`config.mk`:
```
export PLATFORM = sky130hd
export DESIGN_NAME = redmule_stream_addrgen
export DESIGN_NICKNAME = d
export VERILOG_FILES = /design/src/rtl/redmule_stream_addrgen.sv
export SDC_FILE = /design/constraint.sdc
export NUM_CORES = 1
export LEC_CHECK = 0
export BUFFER_PORTS_ARGS = -buffer_cell sky130_fd_sc_hd__buf_2
export CORE_UTILIZATION = 55
export DETAILED_ROUTE_END_ITERATION = 8
export PLACE_DENSITY_LB_ADDON = 0.05
export SLEW_MARGIN = 20
export SYNTH_ARGS = -nofsm -noshare
export SYNTH_HDL_FRONTEND = slang
export SYNTH_SLANG_ARGS = --single-unit
```
`constraint.sdc`:
```
create_clock -name clk_i -period 9.5 [get_ports clk_i]
set_input_delay 1.9 -clock clk_i [delete_from_list [all_inputs] [get_ports clk_i]]
set_output_delay 1.9 -clock clk_i [all_outputs]
set_load 0.05 [all_outputs]
```
`src/rtl/redmule_stream_addrgen.sv`:
```
// ---------------------------------------------------------------------------
// redmule_stream_addrgen
//
// Two-dimensional address generator for one RedMulE stream (X/W/Y source or
// Z sink). It accepts one job from the memory scheduler per start handshake,
// emits a valid/ready address stream towards the TCDM streamer, and then
// pulses done_o for one cycle. That pulse advances the scheduler's iteration
// counters.
//
// Addresses follow base + i0*d0_stride + i1*d1_stride. They are built with
// running accumulators, so no multipliers are needed. All arithmetic wraps
// modulo 2^AW.
//
// Parameters
//   AW : address width
//   LW : width of tot_len, d0_len and d1_len
//
// Ports
//   clk_i, rst_ni   : clock, asynchronous active-low reset
//   clear_i         : synchronous soft clear (same effect as reset, aborts a job)
//   req_start_i     : job start request, honoured only while idle
//   ready_start_o   : idle, a job can be accepted
//   base_addr_i     : job base address
//   tot_len_i       : total number of addresses to emit
//   d0_len_i/_stride: inner dimension length / byte stride
//   d1_len_i/_stride: outer dimension length / byte stride
//   addr_o          : current address
//   addr_valid_o    : addr_o valid
//   addr_ready_i    : downstream accepts addr_o
//   done_o          : one-cycle pulse on job completion
//   busy_o          : job in progress (RUN or DONE)
//   perf_stall_o    : only with REDMULE_ADDRGEN_PERF_EN; counts stalled RUN cycles
//
// Optional feature macro: REDMULE_ADDRGEN_PERF_EN
// ---------------------------------------------------------------------------
module redmule_stream_addrgen #(
  parameter int unsigned AW = 32,
  parameter int unsigned LW = 16
) (
  input  logic          clk_i,
  input  logic          rst_ni,
  input  logic          clear_i,
  input  logic          req_start_i,
  output logic          ready_start_o,
  input  logic [AW-1:0] base_addr_i,
  input  logic [LW-1:0] tot_len_i,
  input  logic [LW-1:0] d0_len_i,
  input  logic [AW-1:0] d0_stride_i,
  input  logic [LW-1:0] d1_len_i,
  input  logic [AW-1:0] d1_stride_i,
  output logic [AW-1:0] addr_o,
  output logic          addr_valid_o,
  input  logic          addr_ready_i,
  output logic          done_o,
`ifdef REDMULE_ADDRGEN_PERF_EN
  output logic [31:0]   perf_stall_o,
`endif
  output logic          busy_o
);

  typedef enum logic [1:0] {
    IDLE = 2'd0,
    RUN  = 2'd1,
    DONE = 2'd2
  } state_e;

  state_e r_state;
  state_e w_state_next;

  logic [AW-1:0] r_base;
  logic [AW-1:0] r_addr;
  logic [AW-1:0] r_row_base;
  logic [AW-1:0] r_d0_stride;
  logic [AW-1:0] r_d1_stride;
  logic [LW-1:0] r_d0_last;
  logic [LW-1:0] r_d1_last;
  logic [LW-1:0] r_tot_len;
  logic [LW-1:0] r_i0;
  logic [LW-1:0] r_i1;
  logic [LW-1:0] r_beat_cnt;

  logic w_start;
  logic w_beat;
  logic w_last_beat;

  assign w_start     = (r_state == IDLE) && req_start_i;
  assign w_beat      = (r_state == RUN) && addr_ready_i;
  // tot_len is never zero while in RUN, so tot_len-1 cannot underflow here.
  assign w_last_beat = w_beat && (r_beat_cnt == (r_tot_len - LW'(1)));

  // State register.
  always_ff @(posedge clk_i or negedge rst_ni) begin
    if (!rst_ni) begin
      r_state <= IDLE;
    end else if (clear_i) begin
      r_state <= IDLE;
    end else begin
      r_state <= w_state_next;
    end
  end

  // Next-state and status outputs.
  always_comb begin
    w_state_next  = r_state;
    ready_start_o = 1'b0;
    addr_valid_o  = 1'b0;
    done_o        = 1'b0;
    busy_o        = 1'b0;
    unique case (r_state)
      IDLE: begin
        ready_start_o = 1'b1;
        if (req_start_i) begin
          w_state_next = (tot_len_i == '0) ? DONE : RUN;
        end
      end
      RUN: begin
        addr_valid_o = 1'b1;
        busy_o       = 1'b1;
        if (w_last_beat) begin
          w_state_next = DONE;
        end
      end
      DONE: begin
        done_o       = 1'b1;
        busy_o       = 1'b1;
        w_state_next = IDLE;
      end
      default: begin
        w_state_next = IDLE;
      end
    endcase
  end

  // Job latch and 2-D accumulators. r_row_base tracks base + i1*d1_stride so
  // that an inner-dimension wrap can jump to the next row in one add.
  // A zero length is stored as a last index of 0, which makes it behave as 1.
  always_ff @(posedge clk_i or negedge rst_ni) begin
    if (!rst_ni) begin
      r_base      <= '0;
      r_addr      <= '0;
      r_row_base  <= '0;
      r_d0_stride <= '0;
      r_d1_stride <= '0;
      r_d0_last   <= '0;
      r_d1_last   <= '0;
      r_tot_len   <= '0;
      r_i0        <= '0;
      r_i1        <= '0;
      r_beat_cnt  <= '0;
    end else if (clear_i) begin
      r_base      <= '0;
      r_addr      <= '0;
      r_row_base  <= '0;
      r_d0_stride <= '0;
      r_d1_stride <= '0;
      r_d0_last   <= '0;
      r_d1_last   <= '0;
      r_tot_len   <= '0;
      r_i0        <= '0;
      r_i1        <= '0;
      r_beat_cnt  <= '0;
    end else if (w_start) begin
      r_base      <= base_addr_i;
      r_addr      <= base_addr_i;
      r_row_base  <= base_addr_i;
      r_d0_stride <= d0_stride_i;
      r_d1_stride <= d1_stride_i;
      r_d0_last   <= (d0_len_i == '0) ? '0 : (d0_len_i - LW'(1));
      r_d1_last   <= (d1_len_i == '0) ? '0 : (d1_len_i - LW'(1));
      r_tot_len   <= tot_len_i;
      r_i0        <= '0;
      r_i1        <= '0;
      r_beat_cnt  <= '0;
    end else if (w_beat) begin
      r_beat_cnt <= r_beat_cnt + LW'(1);
      if (r_i0 == r_d0_last) begin
        r_i0 <= '0;
        if (r_i1 == r_d1_last) begin
          // Whole pattern done: start over from base if beats remain.
          r_i1       <= '0;
          r_row_base <= r_base;
          r_addr     <= r_base;
        end else begin
          r_i1       <= r_i1 + LW'(1);
          r_row_base <= r_row_base + r_d1_stride;
          r_addr     <= r_row_base + r_d1_stride;
        end
      end else begin
        r_i0   <= r_i0 + LW'(1);
        r_addr <= r_addr + r_d0_stride;
      end
    end
  end

  assign addr_o = r_addr;

`ifdef REDMULE_ADDRGEN_PERF_EN
  logic [31:0] r_perf_stall;

  // Stall counter: saturating, restarted by each job, frozen once RUN ends.
  always_ff @(posedge clk_i or negedge rst_ni) begin
    if (!rst_ni) begin
      r_perf_stall <= '0;
    end else if (clear_i) begin
      r_perf_stall <= '0;
    end else if (w_start) begin
      r_perf_stall <= '0;
    end else if ((r_state == RUN) && !addr_ready_i && (r_perf_stall != 32'hFFFF_FFFF)) begin
      r_perf_stall <= r_perf_stall + 32'd1;
    end
  end

  assign perf_stall_o = r_perf_stall;
`endif

endmodule

```
==> results of run 1 <==
## area by class of cell
class	instances	area, um^2
Clock inverter	8	97.59
Sequential cell	258	6456
Inverter	36	135.1
Fill cell	2675	10550
Timing Repair Buffer	199	1059
Multi-Input combinational cell	1580	9273
Clock buffer	39	803.3
Tap cell	384	480.5
Antenna cell	1	2.502
## tightest hold or removal path, delay by kind of cell (launching register included)
family	cells	cell delay, ps
and+or+nand+nor	2	100
DFF	1	360
## worst paths after layout
check,cells after the start,endpoint
setup / recovery,8,addr_o[13]
hold reg to reg,2,r_row_base[2]
max in group asynchronous,2,r_d0_stride[7]
hold / removal,2,r_row_base[2]
min in group asynchronous,1,r_tot_len[4]
setup reg to reg,6,addr_o[28]
## power groups by stage
stage	clock, mW	sequential (mW)	combinational, mW
floorplan	0	1.37	0.628
global placement	0	1.32	0.998
detailed placement	0	1.32	1.01
CTS	1.11	1.30	1.02
global route	1.15	1.31	1.13
finish	1.10	1.31	1.03
## per-layer routing
layer | routed length, um | share of wire
met5 | 0 | 0
met4 | 1136 | 0.024
met3 | 4115 | 0.087
met2 | 19210 | 0.41
met1 | 22790 | 0.48
## kinds of logic after synthesis
group | count (synthesis) | synth area share
AO/OA/AOI/OAI | 555 | 0.2061
XOR/XNOR | 146 | 0.07889
adder cells (fa/ha/maj) | 75 | 0.05882
buffers and inverters | 132 | 0.03157
flip-flops | 258 | 0.3983
multiplexers | 17 | 0.01088
AND/OR/NAND/NOR | 787 | 0.2154
## registers in the layout (all words and copies together), names as in the netlist, 32 cells and up
| register | count |
|---|---|
| addr_o | 32 |
| r_d1_stride | 32 |
| r_d0_stride | 32 |
| r_base | 32 |
| r_row_base | 32 |
## cells in the final DEF (no fill, tap or decap), types with 6 or more instances in the layout
cell / count
buf_4: 15
a31oi_1: 20
and2_1: 8
o211ai_1: 20
nand2b_1: 11
nor3b_1: 6
and3_1: 17
nor2b_1: 9
buf_2: 182
clkbuf_1: 6
a211oi_1: 18
or3_1: 14
ha_1: 73
inv_1: 36
nand4_1: 22
xnor2_1: 78
nand2_1: 437
nor2_1: 142
clkbuf_16: 29
xor2_1: 68
o31ai_1: 16
a22oi_1: 10
nor3_1: 31
nand3_1: 26
dfrtp_1: 258
o22ai_1: 10
a21oi_1: 229
o21ai_0: 129
nand3b_1: 9
o21a_1: 6
or4_1: 6
a21o_1: 25
mux2i_1: 12
nor4_1: 22
a221oi_1: 8
and4_1: 9
o21bai_1: 11
## per-stage QoR
| stage | total power [mW] | area [um^2] |
|---|---|---|
| final | 3.434 | 18310 |
| after global routing | 3.587 | 18310 |
| after CTS | 3.424 | 18300 |
| after detailed placement | 2.332 | 17400 |
| after global placement | 2.316 | 17400 |
| after floorplan | 2.001 | 16210 |
## cells in the mapped netlist (all sizes together), types with 25 or more instances
cell type	n	area share
ha	73	0.056
nand3	26	0.0080
clkbuf	77	0.018
a21oi	229	0.071
a21o	25	0.012
nand2	438	0.10
xnor2	78	0.042
xor2	68	0.037
inv	36	0.0083
dfrtp	258	0.40
nor3	32	0.011
o21ai	129	0.040
nor2	144	0.033
==> results.toml, run 1 <==
[yosys]
synth_cell_types = 74
syn-num-nets = 2194
synth_edf_count = 0
ys_async_sr_fraction = 1.000
yosysWarnings = 0
synthesis.area_um2 = 16210
synthCells = 1970
ys_seq_area_frac = 0.3983
ys.flop_type = "dfrtp_1"
ys_ff_latch = 258
avgSynthCellArea_um2 = 8.228

[setup_path]
critPathSlowestCell = "buf_4"
worstPathArrival_ps = 4810
slowest_delay_ps = 610
crit_required_ps = 9980
start_kind = "input pin"
crit_family = "buffers and inverters"
startpoint = "req_start_i"
cp_max_fo = 58
reg2reg_slack_ps = 5620
path_class = "input pin to flip-flop"
path_buf_inv = 3
worstReg2RegStart = "r_i0[2]"
crit_chain = "buf_2 -> nand2_4 -> buf_4 -> buf_4 -> nand2_1 -> a21oi_1 -> o21ai_0 -> o21ai_0"
cp-end-kind = "flip-flop"

[timing]
hold_slack_ps = 491.3
tightestPinTransition_ps = 1123
hold_violations = 0
fin_crit_ps = 4331
fin_ws_ps = 5169
tns_ps = 0
rsz0062_at_grt = "no"
fmax_ghz = 0.2309
fin_crit_sh = 0.4558
setup_viol = 0
relSlewSlack = 0.2493
clock_skew_ps = 12.15
final-max-slew-violation-count = 0

[route]
wl_per_cell_um = 18.86
wl_um = 47250
vias = 15110
drtAntennaViolNets = 0
drc = 0
drt_iter0_markers = 1366
viasPerCell = 6.032
first_pass_iters = 6

[clock_network]
cts_max_level = 1
path_clk_slew_ps = 60
cts_root_buf = "clkbuf_16"
numCtsBuffers = 29
clock_path_buffers = 3
ctsHoldBuffers = 0
cts.sinks = 258
clk_latency_ps = 560
cts_setup_buffers = 0
cts_tree = "yes"
cts_resized = 0

[final_layout]
area_delta_synth_final_pct = 12.94
fin_nets = 2328
post-route-util = 0.6344
drive_gt1_frac = 0.1250
instances_no_fill = 2505

[die]
std_cell_rows = 62
coreArea_um2 = 28860
die_h_um = 173.7
start_util = 0.5617
pin_count = 185
die_x_um = 173.7
fp.dieArea_um2 = 30160

[hold_path]
hold_path.startpoint = "r_row_base[2]"
hp-class = "flip-flop to flip-flop"

[grt]
grt_max_degree = 140
grt_util_met1 = 0.4893
grt_use_met3 = 0.05285
grt.total_usage = 0.3092
grt_pass1_wl_um = 75040
grt_use_met2 = 0.4331
globalRoute.busiestLayer = "met1"
grt_pass1_vias = 13810
grt_remaining_overflow = 0
antenna_found_initial = 1

[power]
switchingPower_mw = 1.264
leakage_nw = 8.444
seqPwrFrac = 0.380
clkPwrFrac = 0.319
combPwrFrac = 0.301
switching_share = 0.3681
p_per_area_nw_per_um2 = 187.6
ir_drop_mv = 0.1742
internal-power_mw = 2.170

[flow_run]
cap_violations = 0

[placement]
dp_slack_ps = 4660
gp_congestion = 0.9296
dp_cells = 2457
port_buffers = 184
hpwl_um = 33730

[run_status]
status = "completed"
(Power assumes the default switching activity.)
==> inputs of run 2 (changes only) <==
Clock period 9.5 ns to 4.2 ns, I/O delays scaled along.
==> run 2 against run 1 <==
Net effect:
- final area is 2.0% higher
- register-to-register slack worse by 5100 ps
- worst setup slack worse by 4600 ps
- first-iteration DRC count is 2.9% lower
- combinational power is 130% higher
- routed wire length is 0.18% higher
==> results.toml, run 2 (synthesis gave the netlist of run 1 again) <==
[setup_path]
rr_endpoint = "addr_o[30]"
reg2reg_slack_ps = 560
startpoint = "addr_o[0]"
crit_required_ps = 4640
cp-end-kind = "flip-flop"
worstReg2RegStart = "addr_o[0]"
worstPathArrival_ps = 4080
start_kind = "flip-flop"
r2r_cells = 11
path_class = "flip-flop to flip-flop"
cp_max_fo = 4

[final_layout]
layout_common_cells = "nand2_1 (437), dfrtp_1 (258), a21oi_1 (229), buf_2 (182), nor2_1 (142)"
area_delta_synth_final_pct = 15.16
mostFrequentLayoutCell = "nand2_1"
fillers = 2578
drive_gt1_frac = 0.1345
fin_nets = 2344

[clock_network]
clock_path_buffers = 3
path_clk_slew_ps = 60
clk_latency_ps = 560
cts_setup_buffers = 0
ctsHoldBuffers = 0
cts_tree = "yes"
cts_root_buf = "clkbuf_16"
cts_resized = 0
numCtsBuffers = 30
cts.sinks = 258
cts_max_level = 1

[timing]
clock_skew_ps = 16.89
fin_ws_ps = 556.1
fmax_ghz = 0.2744
final-max-slew-violation-count = 0
rsz0062_at_grt = "no"
tns_ps = 0
fin_crit_sh = 0.8676
tightestPinTransition_ps = 1005
hold_slack_ps = 307.2
relSlewSlack = 0.3212
fin_crit_ps = 3644
setup_viol = 0
hold_violations = 0

[route]
wl_per_cell_um = 18.72
wl_um = 47330
viasPerCell = 6.022
drc = 0
first_pass_iters = 5
drt_iter0_markers = 1326
drtAntennaViolNets = 0
vias = 15220

[placement]
gp_congestion = 0.9580
port_buffers = 184
dp_slack_ps = 640.0
hpwl_um = 34270

[grt]
grt_util_met1 = 0.4901
grt_use_met2 = 0.4495
grt.total_usage = 0.3143
grt_use_met3 = 0.05504
grt_pass1_vias = 14140
globalRoute.busiestLayer = "met1"
grt_max_degree = 164
antenna_found_initial = 2
grt_remaining_overflow = 0
grt_pass1_wl_um = 76300

[power]
ir_drop_mv = 0.3702
leakage_nw = 8.633
p_per_area_nw_per_um2 = 439.4

[run_status]
status = "completed"

[die]
pin_count = 185
start_util = 0.5617
fp.dieArea_um2 = 30160
die_x_um = 173.7
std_cell_rows = 62
coreArea_um2 = 28860
die_h_um = 173.7

[hold_path]
hp-class = "input pin to async pin"

[flow_run]
cap_violations = 0
-- run 2: layout make-up --
cell class | instances | area, um^2 | share of cell area
clock inverters | 12 | 216.5 | 0.01160
multi-input cells | 1580 | 9265 | 0.4963
repair buffers | 214 | 1221 | 0.06542
flip-flops and latches | 258 | 6456 | 0.3459
inverters | 36 | 135.1 | 0.007239
clock buffers | 42 | 887.1 | 0.04752
well taps | 384 | 480.5 | 0.02574
diodes | 2 | 5.005 | 0.0002681
-- run 2: power breakdown --
group	switching [mW]	leakage (nW)	internal, mW
Clock	1.06	0.547	1.83
Sequential	0.230	3.49	2.71
Combinational	1.59	4.60	0.780
Total	2.88	8.63	5.32
-- run 2: worst max-delay path, stage by stage (launching register included) --
cell and delay (ps):
dfrtp_1 400, ha_1 250, fa_1 440, a211oi_1 320, nor2_1 140, a2111oi_2 510
o31ai_1 160, a31oi_1 440, o311ai_0 230, a2111o_1 450, o211ai_1 90, o21ai_0 90
-- run 2: how the worst max path moves through the flow --
stage          slack (ps)  cells after the start          to
2_1_floorplan         770                     11  addr_o[30]
3_3_place_gp          650                     11  addr_o[30]
3_5_place_dp          640                     11  addr_o[30]
4_1_cts               610                     11  addr_o[30]
5_1_grt               270                     11  addr_o[30]
6_report              560                     11  addr_o[30]
-- run 2: layer usage --
| layer | share of wire | wire [um] |
|---|---|---|
| met5 | 0 | 0 |
| met4 | 0.021 | 1003 |
| met3 | 0.091 | 4329 |
| met2 | 0.41 | 19600 |
| met1 | 0.47 | 22400 |
-- run 2: through the flow --
| stage | instance area, um^2 | util | power, mW | std cells |
|---|---|---|---|---|
| 2_1_floorplan | 16210 | - | 4.525 | 1970 |
| 3_3_place_gp | 17560 | 0.6084 | 5.264 | 2472 |
| 3_5_place_dp | 17560 | 0.6084 | 5.300 | 2472 |
| 4_1_cts | 18660 | 0.6467 | 8.195 | 2526 |
| 5_1_grt | 18660 | 0.6468 | 8.573 | 2527 |
| 6_report | 18670 | 0.6469 | 8.202 | 2528 |
==> inputs of run 3 (changes only) <==
Settings changed: CORE_ASPECT_RATIO set to 2, CTS_BUF_LIST set to sky130_fd_sc_hd__clkbuf_8.
Clock period 4.2 ns to 3.3 ns, I/O delays scaled along.
==> run 3 against run 2 <==
Net effect:
- sequential share of layout area decreased by 0.38 points
- clock-buffer cell count is 11 higher
- critical endpoint is now addr_o[31]
- non-clock buffer count up 48
- sequential power grew 28%
- global-route usage grew 5.7 points
- die area is 0.14% higher
- first-iteration DRC count shrank 21%
- routed wire length increased by 17%
- largest power group unchanged
- critical path depth stayed put
- maximum frequency rose by 14%
- final area up 1.1%
- sequential cell count is the same
==> results.toml, run 3 (synthesis gave the netlist of run 1 again) <==
[die]
fp.dieArea_um2 = 30200
pin_count = 185
coreArea_um2 = 28960
start_util = 0.5598
die_x_um = 123.4
std_cell_rows = 88
die_h_um = 244.8

[route]
drt_iter0_markers = 1049
wl_um = 55210
drtAntennaViolNets = 0
wl_per_cell_um = 21.50
drc = 0
first_pass_iters = 6
viasPerCell = 6.156
vias = 15810

[clock_network]
cts_max_level = 2
cts.sinks = 258
clock_path_buffers = 3
clk_latency_ps = 590
cts_root_buf = "clkbuf_8"
ctsHoldBuffers = 0
numCtsBuffers = 40
cts_tree = "yes"
path_clk_slew_ps = 70

[grt]
grt.total_usage = 0.3717
grt_remaining_overflow = 0
grt_pass1_vias = 15830
grt_pass1_wl_um = 83500
grt_max_degree = 89
antenna_found_initial = 2

[setup_path]
crit_path_end = "addr_o[31]"
crit_required_ps = 3770
cp_max_fo = 5
slowest_delay_ps = 450
crit_chain = "ha_1 -> a21oi_1 -> o21ai_0 -> a2111o_1 -> o211ai_1 -> o21ai_0 -> buf_4 -> o211ai_1 -> mux2i_1 -> a221o_1 -> a22o_1"
worstReg2RegStart = "r_row_base[8]"
start_kind = "flip-flop"
startpoint = "r_row_base[8]"
cp-end-kind = "flip-flop"
critPathSlowestCell = "a2111o_1"
path_class = "flip-flop to flip-flop"
reg2reg_slack_ps = 120
rr_endpoint = "addr_o[31]"
worstPathArrival_ps = 3650
r2r_cells = 11

[final_layout]
area_delta_synth_final_pct = 16.46
drive_gt1_frac = 0.1623
mostFrequentLayoutCell = "nand2_1"
fillers = 2597
design_area_um2 = 18880
layout_common_cells = "nand2_1 (436), dfrtp_1 (257), a21oi_1 (228), buf_2 (182), nor2_1 (142)"
fin_nets = 2402

[placement]
hpwl_um = 41490
port_buffers = 184
placed_area_um2 = 17880
gp_congestion = 0.9701

[timing]
fin_crit_sh = 0.9644
tightestPinTransition_ps = 889.9
tns_ps = 0
relSlewSlack = 0.4067
clock_skew_ps = 20.70
setup_viol = 0
hold_violations = 0
final-max-slew-violation-count = 0
rsz0062_at_grt = "yes"
fin_crit_ps = 3183
fmax_ghz = 0.3142

[power]
leakage_nw = 8.831
p_per_area_nw_per_um2 = 530.7
ir_drop_mv = 0.3697

[flow_run]
cap_violations = 0

[run_status]
status = "completed"

[hold_path]
hp-class = "input pin to async pin"
==> run 3: cell types whose count changed in the layout (fill, tap and decap cells not counted), moves of 4 or more <==
cell / before / now
buf_4: 26 / 72
inv_1: 36 / 46
clkbuf_8: 7 / 53
clkbuf_16: 31 / 0
clkbuf_1: 4 / 0
==> run 3: worst min-delay path by stage <==
stage                            endpoint  slack [ps]  cells after the start
after floorplan                 addr_o[0]         360                      0
after global placement      r_row_base[0]         460                      2
after detailed placement    r_row_base[5]         470                      2
after CTS                 r_d0_stride[28]          40                      1
after global routing      r_d0_stride[28]          50                      1
final                     r_d0_stride[28]           5                      1
==> run 3: per-layer routing <==
layer | global-route usage | wire [um] | vias to the layer above
met3 | 0.04717 | 2576 | 264
met2 | 0.6832 | 29560 | 632
met1 | 0.3390 | 17150 | 7532
met4 | 0.3469 | 5925 | 0
li1 | - | - | 7380
met5 | 0 | 0 | -
==> run 3: area by class of cell <==
| class | instances | area [um^2] | share of cell area |
|---|---|---|---|
| Clock buffer | 53 | 729.5 | 0.03864 |
| Inverter | 36 | 135.1 | 0.007158 |
| Tap cell | 360 | 450.4 | 0.02386 |
| Sequential cell | 258 | 6457 | 0.3421 |
| Antenna cell | 2 | 5.005 | 0.0002651 |
| Timing Repair Buffer | 262 | 1598 | 0.08464 |
| Clock inverter | 17 | 147.6 | 0.007821 |
| Multi-Input combinational cell | 1580 | 9354 | 0.4955 |
==> run 3: power by group <==
part           total [mW]  internal, mW  switching (mW)
combinational        3.26          1.10            2.16
sequential           3.76          3.45           0.306
clock                3.00          1.67            1.34
==> run 3: what timing repair did <==
item / 4_1_cts / 5_1_grt
setup endpoints to repair: 0 / 11
resized for setup: 0 / 19
buffers inserted: 0 / 3
==> run 3: through the flow <==
step / hold WS [ps] / utilization / cells / power (mW) / setup slack, ps
finish: 4.668 / 0.6519 / 2568 / 10.02 / 117.4
global route: 50.08 / 0.6519 / 2568 / 10.47 / -11.13
CTS: 37.41 / 0.6477 / 2563 / 9.984 / 96.67
detailed placement: 473.0 / 0.6174 / 2493 / 6.987 / 112.0
global placement: 461.8 / 0.6174 / 2493 / 6.929 / 91.40
floorplan: 364.4 / - / 1970 / 5.760 / 42.48
==> run 3: critical path: cells and delay by family, from the launching register on <==
kind | cells | cell delay, ps
AOI/OAI and AO/OA | 8 | 1910
adders and majority gates | 1 | 370
buffers and inverters | 1 | 170
DFF | 1 | 410
muxes | 1 | 190
